**config.mk**
```make
export PLATFORM = sky130hd
export DESIGN_NAME = prog_mem_loader
export DESIGN_NICKNAME = d
export VERILOG_FILES = /design/src/rtl/loader_pkg.sv /design/src/rtl/prog_mem_loader.sv
export SDC_FILE = /design/constraint.sdc
export NUM_CORES = 1
export LEC_CHECK = 0
export ABC_CLOCK_PERIOD_IN_PS = 2800
export BUFFER_PORTS_ARGS = -buffer_cell sky130_fd_sc_hd__buf_2
export CORE_MARGIN = 4
export CORE_UTILIZATION = 35
export DETAILED_ROUTE_END_ITERATION = 8
export REMOVE_ABC_BUFFERS = 1
export SYNTH_ARGS = -nofsm -noshare
export SYNTH_HDL_FRONTEND = slang
export SYNTH_SLANG_ARGS = --single-unit
```
**constraint.sdc**
```tcl
create_clock -name clk -period 2.8 [get_ports clk]
set_clock_uncertainty 0.1 [all_clocks]
set_input_delay 0.42 -clock clk [delete_from_list [all_inputs] [get_ports clk]]
set_output_delay 0.42 -clock clk [all_outputs]
set_load 0.05 [all_outputs]
```
**src/rtl/loader_pkg.sv**
```systemverilog
`default_nettype none
// ============================================================================
// loader_pkg : states and widths shared by the program loader, program RAM
//              and CPU.
// Revision   : 1.0
// ============================================================================
package loader_pkg;

    localparam int          C_PM_ADDR_W  = 11;
    localparam int          C_PM_DATA_W  = 14;
    localparam int          C_MAX_WORDS  = 2048;
    localparam logic [7:0]  C_SYNC_BYTE  = 8'hA5;
    // Width of the word count carried in the frame header.
    localparam int          C_CNT_W      = 11;

    typedef enum logic [3:0] {
        ST_IDLE  = 4'd0,
        ST_CNT_H = 4'd1,
        ST_CNT_L = 4'd2,
        ST_DAT_L = 4'd3,
        ST_DAT_H = 4'd4,
        ST_WRITE = 4'd5,
        ST_CHK   = 4'd6,
        ST_DONE  = 4'd7,
        ST_ERR   = 4'd8
    } state_e;

    // The byte source is stalled only while a word is written or a frame closes.
    function automatic logic accepts_bytes(input state_e s);
        return !(s inside {ST_WRITE, ST_DONE, ST_ERR});
    endfunction

endpackage

`default_nettype wire

```
**src/rtl/prog_mem_loader.sv**
```systemverilog
`default_nettype none
// ============================================================================
// prog_mem_loader : assembles 14-bit instruction words from a framed byte
//                   stream and writes them into program RAM from address 0.
// Revision        : 1.0
// ============================================================================
module prog_mem_loader
    import loader_pkg::*;
#(
    parameter int         ADDR_W    = C_PM_ADDR_W,
    parameter int         DATA_W    = C_PM_DATA_W,
    parameter logic [7:0] SYNC_BYTE = C_SYNC_BYTE,
    parameter int         MAX_WORDS = C_MAX_WORDS
) (
    input  logic              clk,
    input  logic              reset,
    input  logic [7:0]        rx_data,
    input  logic              rx_valid,
    output logic              rx_ready,
    output logic              pm_we,
    output logic [ADDR_W-1:0] pm_addr,
    output logic [DATA_W-1:0] pm_wdata,
    output logic              cpu_hold,
    output logic              busy,
    output logic              done,
    output logic              err
);

    state_e              state_q, state_d;
    logic [7:0]          cnt_hi_q, cnt_hi_d;
    logic [C_CNT_W-1:0]  n_q, n_d;
    logic [ADDR_W-1:0]   idx_q, idx_d;
    logic [7:0]          lo_q, lo_d;
    logic [7:0]          sum_q, sum_d;
    logic [DATA_W-1:0]   wdata_q, wdata_d;
    logic                hold_q, hold_d;
    logic                err_q, err_d;
    logic                ready_q, ready_d;
    logic                we_q, we_d;
    logic                done_q, done_d;

    logic                acc;
    logic [C_CNT_W-1:0]  n_w;
    logic [7:0]          sum_w;

    assign acc   = rx_valid && ready_q;
    assign n_w   = {cnt_hi_q[2:0], rx_data};
    assign sum_w = sum_q + rx_data;

    always_comb begin
        state_d  = state_q;
        cnt_hi_d = cnt_hi_q;
        n_d      = n_q;
        idx_d    = idx_q;
        lo_d     = lo_q;
        sum_d    = sum_q;
        wdata_d  = wdata_q;
        hold_d   = hold_q;
        err_d    = err_q;

        case (state_q)
            ST_IDLE: begin
                if (acc && rx_data == SYNC_BYTE) begin
                    state_d = ST_CNT_H;
                    hold_d  = 1'b1;
                    err_d   = 1'b0;
                    sum_d   = 8'h00;
                    idx_d   = '0;
                end
            end
            ST_CNT_H: begin
                if (acc) begin
                    cnt_hi_d = rx_data;
                    sum_d    = sum_w;
                    state_d  = ST_CNT_L;
                end
            end
            ST_CNT_L: begin
                if (acc) begin
                    n_d   = n_w;
                    sum_d = sum_w;
                    if (cnt_hi_q[7:3] != 5'd0 || int'(n_w) > MAX_WORDS)
                        state_d = ST_ERR;
                    else if (n_w == '0)
                        state_d = ST_CHK;
                    else
                        state_d = ST_DAT_L;
                end
            end
            ST_DAT_L: begin
                if (acc) begin
                    lo_d    = rx_data;
                    sum_d   = sum_w;
                    state_d = ST_DAT_H;
                end
            end
            ST_DAT_H: begin
                if (acc) begin
                    sum_d = sum_w;
                    if (rx_data[7:6] != 2'b00) begin
                        state_d = ST_ERR;
                    end else begin
                        wdata_d = DATA_W'({rx_data[5:0], lo_q});
                        state_d = ST_WRITE;
                    end
                end
            end
            ST_WRITE: begin
                idx_d   = idx_q + ADDR_W'(1);
                state_d = (int'(idx_q) + 1 == int'(n_q)) ? ST_CHK : ST_DAT_L;
            end
            ST_CHK: begin
                if (acc)
                    state_d = (sum_w == 8'h00) ? ST_DONE : ST_ERR;
            end
            ST_DONE: begin
                hold_d  = 1'b0;
                state_d = ST_IDLE;
            end
            ST_ERR: begin
                // cpu_hold stays set so a partial image is never executed.
                err_d   = 1'b1;
                state_d = ST_IDLE;
            end
            default: state_d = ST_IDLE;
        endcase
    end

    // Strobes are registered from the next state so reset forces them low.
    assign we_d    = (state_d == ST_WRITE);
    assign done_d  = (state_d == ST_DONE);
    assign ready_d = accepts_bytes(state_d);

    always_ff @(posedge clk) begin
        if (reset) begin
            state_q  <= ST_IDLE;
            cnt_hi_q <= 8'h00;
            n_q      <= '0;
            idx_q    <= '0;
            lo_q     <= 8'h00;
            sum_q    <= 8'h00;
            wdata_q  <= '0;
            hold_q   <= 1'b0;
            err_q    <= 1'b0;
            ready_q  <= 1'b0;
            we_q     <= 1'b0;
            done_q   <= 1'b0;
        end else begin
            state_q  <= state_d;
            cnt_hi_q <= cnt_hi_d;
            n_q      <= n_d;
            idx_q    <= idx_d;
            lo_q     <= lo_d;
            sum_q    <= sum_d;
            wdata_q  <= wdata_d;
            hold_q   <= hold_d;
            err_q    <= err_d;
            ready_q  <= ready_d;
            we_q     <= we_d;
            done_q   <= done_d;
        end
    end

    assign rx_ready = ready_q;
    assign pm_we    = we_q;
    assign pm_addr  = idx_q;
    assign pm_wdata = wdata_q;
    assign cpu_hold = hold_q;
    assign busy     = (state_q != ST_IDLE);
    assign done     = done_q;
    assign err      = err_q;

endmodule

`default_nettype wire
```
==> summary.md <==
| Metric | Value |
|---|---|
| TritonCTS clock tree | `yes` |
| Starting DRT DRC Count | `between 150 and 200` |
| # IOs | `42` |
| Number of max-cap violations | `0` |
| Syn_area_per_cell | `7.83 um^2` |
| Total wire length | `9020 um` |
| Warnings from Yosys | `0` |
| Die W | `around 110 um` |
| GRT Util Overall | `15.8%` |
| Final ANT Viol Nets | `0` |
| GPL Wtd Cong | `between 0.9 and 1` |
| Grt total ovfl | `0` |
| Worst r2r dst | `state_q[2]` |
| Synth top cells by count | `dfxtp_1, nand2_1, a21oi_1` |
| F_max | `0.402 GHz` |
| Top_reg_cell synth | `dfxtp_1` |
| Layout area overhead | `16.4%` |
| Maximum vdd drop | `approximately 0.00024 V` |
| Critical Path AT | `approximately 2.7 ns` |
| Chip height | `108 um` |
| RSZ-0062 raised after global routing | `false` |
| Num rows | `36` |
| Core Box Area | `around 10000 um^2` |
| Largest cells by area after synthesis | `dfxtp_1, a21oi_1, nand2_1` |
| Hold path depth | `3` |
| Crit Path Category | `reg2reg` |
| Worst setup margin | `0.312 ns` |
| Slew Limit Headroom | `about three fifths` |
| Worst Setup Start Kind | `flop` |
| Initial Utilization | `36.1%` |
| Via density | `5.39` |
| Final hold vios | `0` |
| Top-area cell type share of the netlist area | `39.2%` |
| NumNets Final | `508` |
| Number of flops mapped to enable cells by yosys | `0` |
| Power Density | `456 nW/um^2` |
| Share of post-route cells with drive strength above 1 | `15.4%` |
| Number of synthesized register bits | `69` |
| IO buf count | `41` |
| Detailed Routing Iterations Pass 1 | `4` |
| First-pass GRT wire length | `14800 um` |
| FF-to-FF setup slack | `0.31 ns` |
| Fin crit share | `88.9%` |
| Cells on worst reg2reg path | `7` |
| Sink Count | `between 60 and 70` |
| Clk slew on worst S/H paths | `0.09 ns` |
| HPWL after detailed placement | `6440 um` |
| Worst path required time | `2.98 ns` |
| Power, Total | `roughly 1.9 mW` |
| CTS root buf | `clkbuf_8` |
| H-tree levels | `3` |
| CP endpoint kind | `flop` |
| Post-DP Area | `3900 um^2` |
| Worst slack at placement | `-0.0185 ns` |
| Tmin final | `roughly 2.5 ns` |
| Clock Path Buffers | `2` |
| Mapped Cells | `450` |
| Hold worst-path end | `pm_wdata[10]` |
| Drt drc | `0` |
| Static leakage | `1.55 nW` |
| Most numerous cell in the Yosys netlist | `dfxtp_1` |
| HP Start | `rx_data[2]` |
| Hold Crit Class | `in2reg` |
| Worst-Margin Slew | `0.614 ns` |
| Wire per inst | `14.4 um` |
| Final setup fails | `0` |
| Num CTS Buffers | `9` |
| Max FO, Critical Path | `7` |
| Sequential element share of the synthesized area | `39.2%` |
| Number of distinct library cells after synthesis | `between 50 and 60` |
| Netlist Area Pre-Place | `3520 um^2` |
| Outcome | `complete, no violations` |
| Cell taking the most area after synthesis | `dfxtp_1` |
| Largest net degree at the start of global routing | `39` |
| # diodes | `0` |
| Final Max Tran Viols | `0` |
| Routed vias | `~3400` |
| FF-to-FF Start | `pm_addr[1]` |
| Number of global-route vias before repair | `3076` |
| Antenna violations before repair | `0` |
| Final instance area | `4100 um^2` |
| Post-synth ARST share | `0%` |
| Clk_lat worst skew | `0.36 ns` |
| Die area | `between 10000 and 15000 um^2` |
==> what timing repair did <==
action                                  CTS  global route
endpoints found under the setup margin    0             3
hold buffers                              0             0
setup buffers                             0             0
resized for setup                         0             1
==> flip-flops by register name (all words and copies together), names as in the netlist <==
name      count
cnt_hi_q      8
lo_q          8
pm_wdata     14
pm_we         1
sum_q         8
done          1
pm_addr      11
state_q       4
n_q          11
err           1
rx_ready      1
cpu_hold      1
==> critical path: stages, from the launching register on <==
cell and delay [ns]:
dfxtp_1 0.43, ha_1 0.34, nand3_2 0.18, or4_1 0.56, a22oi_1 0.16, and4_1 0.25, nand4_1 0.19, a31oi_1 0.21
==> worst max-delay path by stage <==
stage / endpoint / depth (start not counted) / slack [ns] / from
2_1_floorplan: lo_q[0] / 5 / -0.34 / rx_ready
3_3_place_gp: state_q[0] / 9 / 0.02 / rx_data[0]
3_5_place_dp: state_q[0] / 9 / -0.02 / rx_data[0]
4_1_cts: state_q[0] / 8 / 0.21 / sum_q[0]
5_1_grt: state_q[0] / 8 / 0.11 / sum_q[0]
6_report: state_q[2] / 7 / 0.31 / pm_addr[1]
==> cell type report <==
cell class / count / area (um^2)
timing repair buffer: 53 / 308
clock inverter: 7 / 73.8
inverter: 5 / 18.8
fill: 1027 / 5670
tap: 133 / 166
clock buffer: 9 / 124
sequential: 69 / 1380
multi-input combinational: 350 / 2030
==> layout by cell type, fill, tap and decap left out, types with 9 or more instances in the layout <==
| cell type | n |
|---|---|
| dfxtp_1 | 69 |
| nand2_1 | 66 |
| a21oi_1 | 52 |
| nor2_1 | 49 |
| buf_2 | 41 |
| nand3_1 | 29 |
| o21ai_1 | 13 |
| buf_4 | 11 |
| xor2_1 | 10 |
| clkbuf_8 | 9 |
==> cell families after synthesis <==
group | share of synthesized area (%)
buffers and inverters | 3.48
xor gates and xnor gates | 4.47
AOI/OAI and AO/OA | 17.9
and+or+nand+nor | 29.3
adders and majority gates | 3.41
muxes | 2.27
DFF | 39.2
==> power by group <==
part           total [mW]  switching, mW  internal, mW
combinational      0.0901         0.0624        0.0277
sequential          0.982       0.000549         0.981
clock               0.800          0.448         0.352
total                1.87          0.511          1.36
==> stage by stage <==
stage / setup TNS (ns) / cells / hold WS, ns / utilization, %
after detailed placement: -0.0185 / 610 / 0.346 / 39.9
after global placement: 0 / 610 / 0.341 / 39.9
after global routing: 0 / 626 / 0.275 / 42.0
after floorplan: -11.71 / 424 / 0.325 / -
final: 0 / 626 / 0.275 / 42.0
after CTS: 0 / 626 / 0.256 / 41.9
==> per-layer routing <==
layer | vias up | track usage [%] | part of all wire, %
met3 | 12 | 4.00 | 5.3
met4 | 0 | 4.96 | 1.4
met1 | 1594 | 20.6 | 48
met5 | - | 0 | 0
met2 | 86 | 25.6 | 46
li1 | 1680 | - | -
No activity file was read; power rests on OpenSTA's default activity.
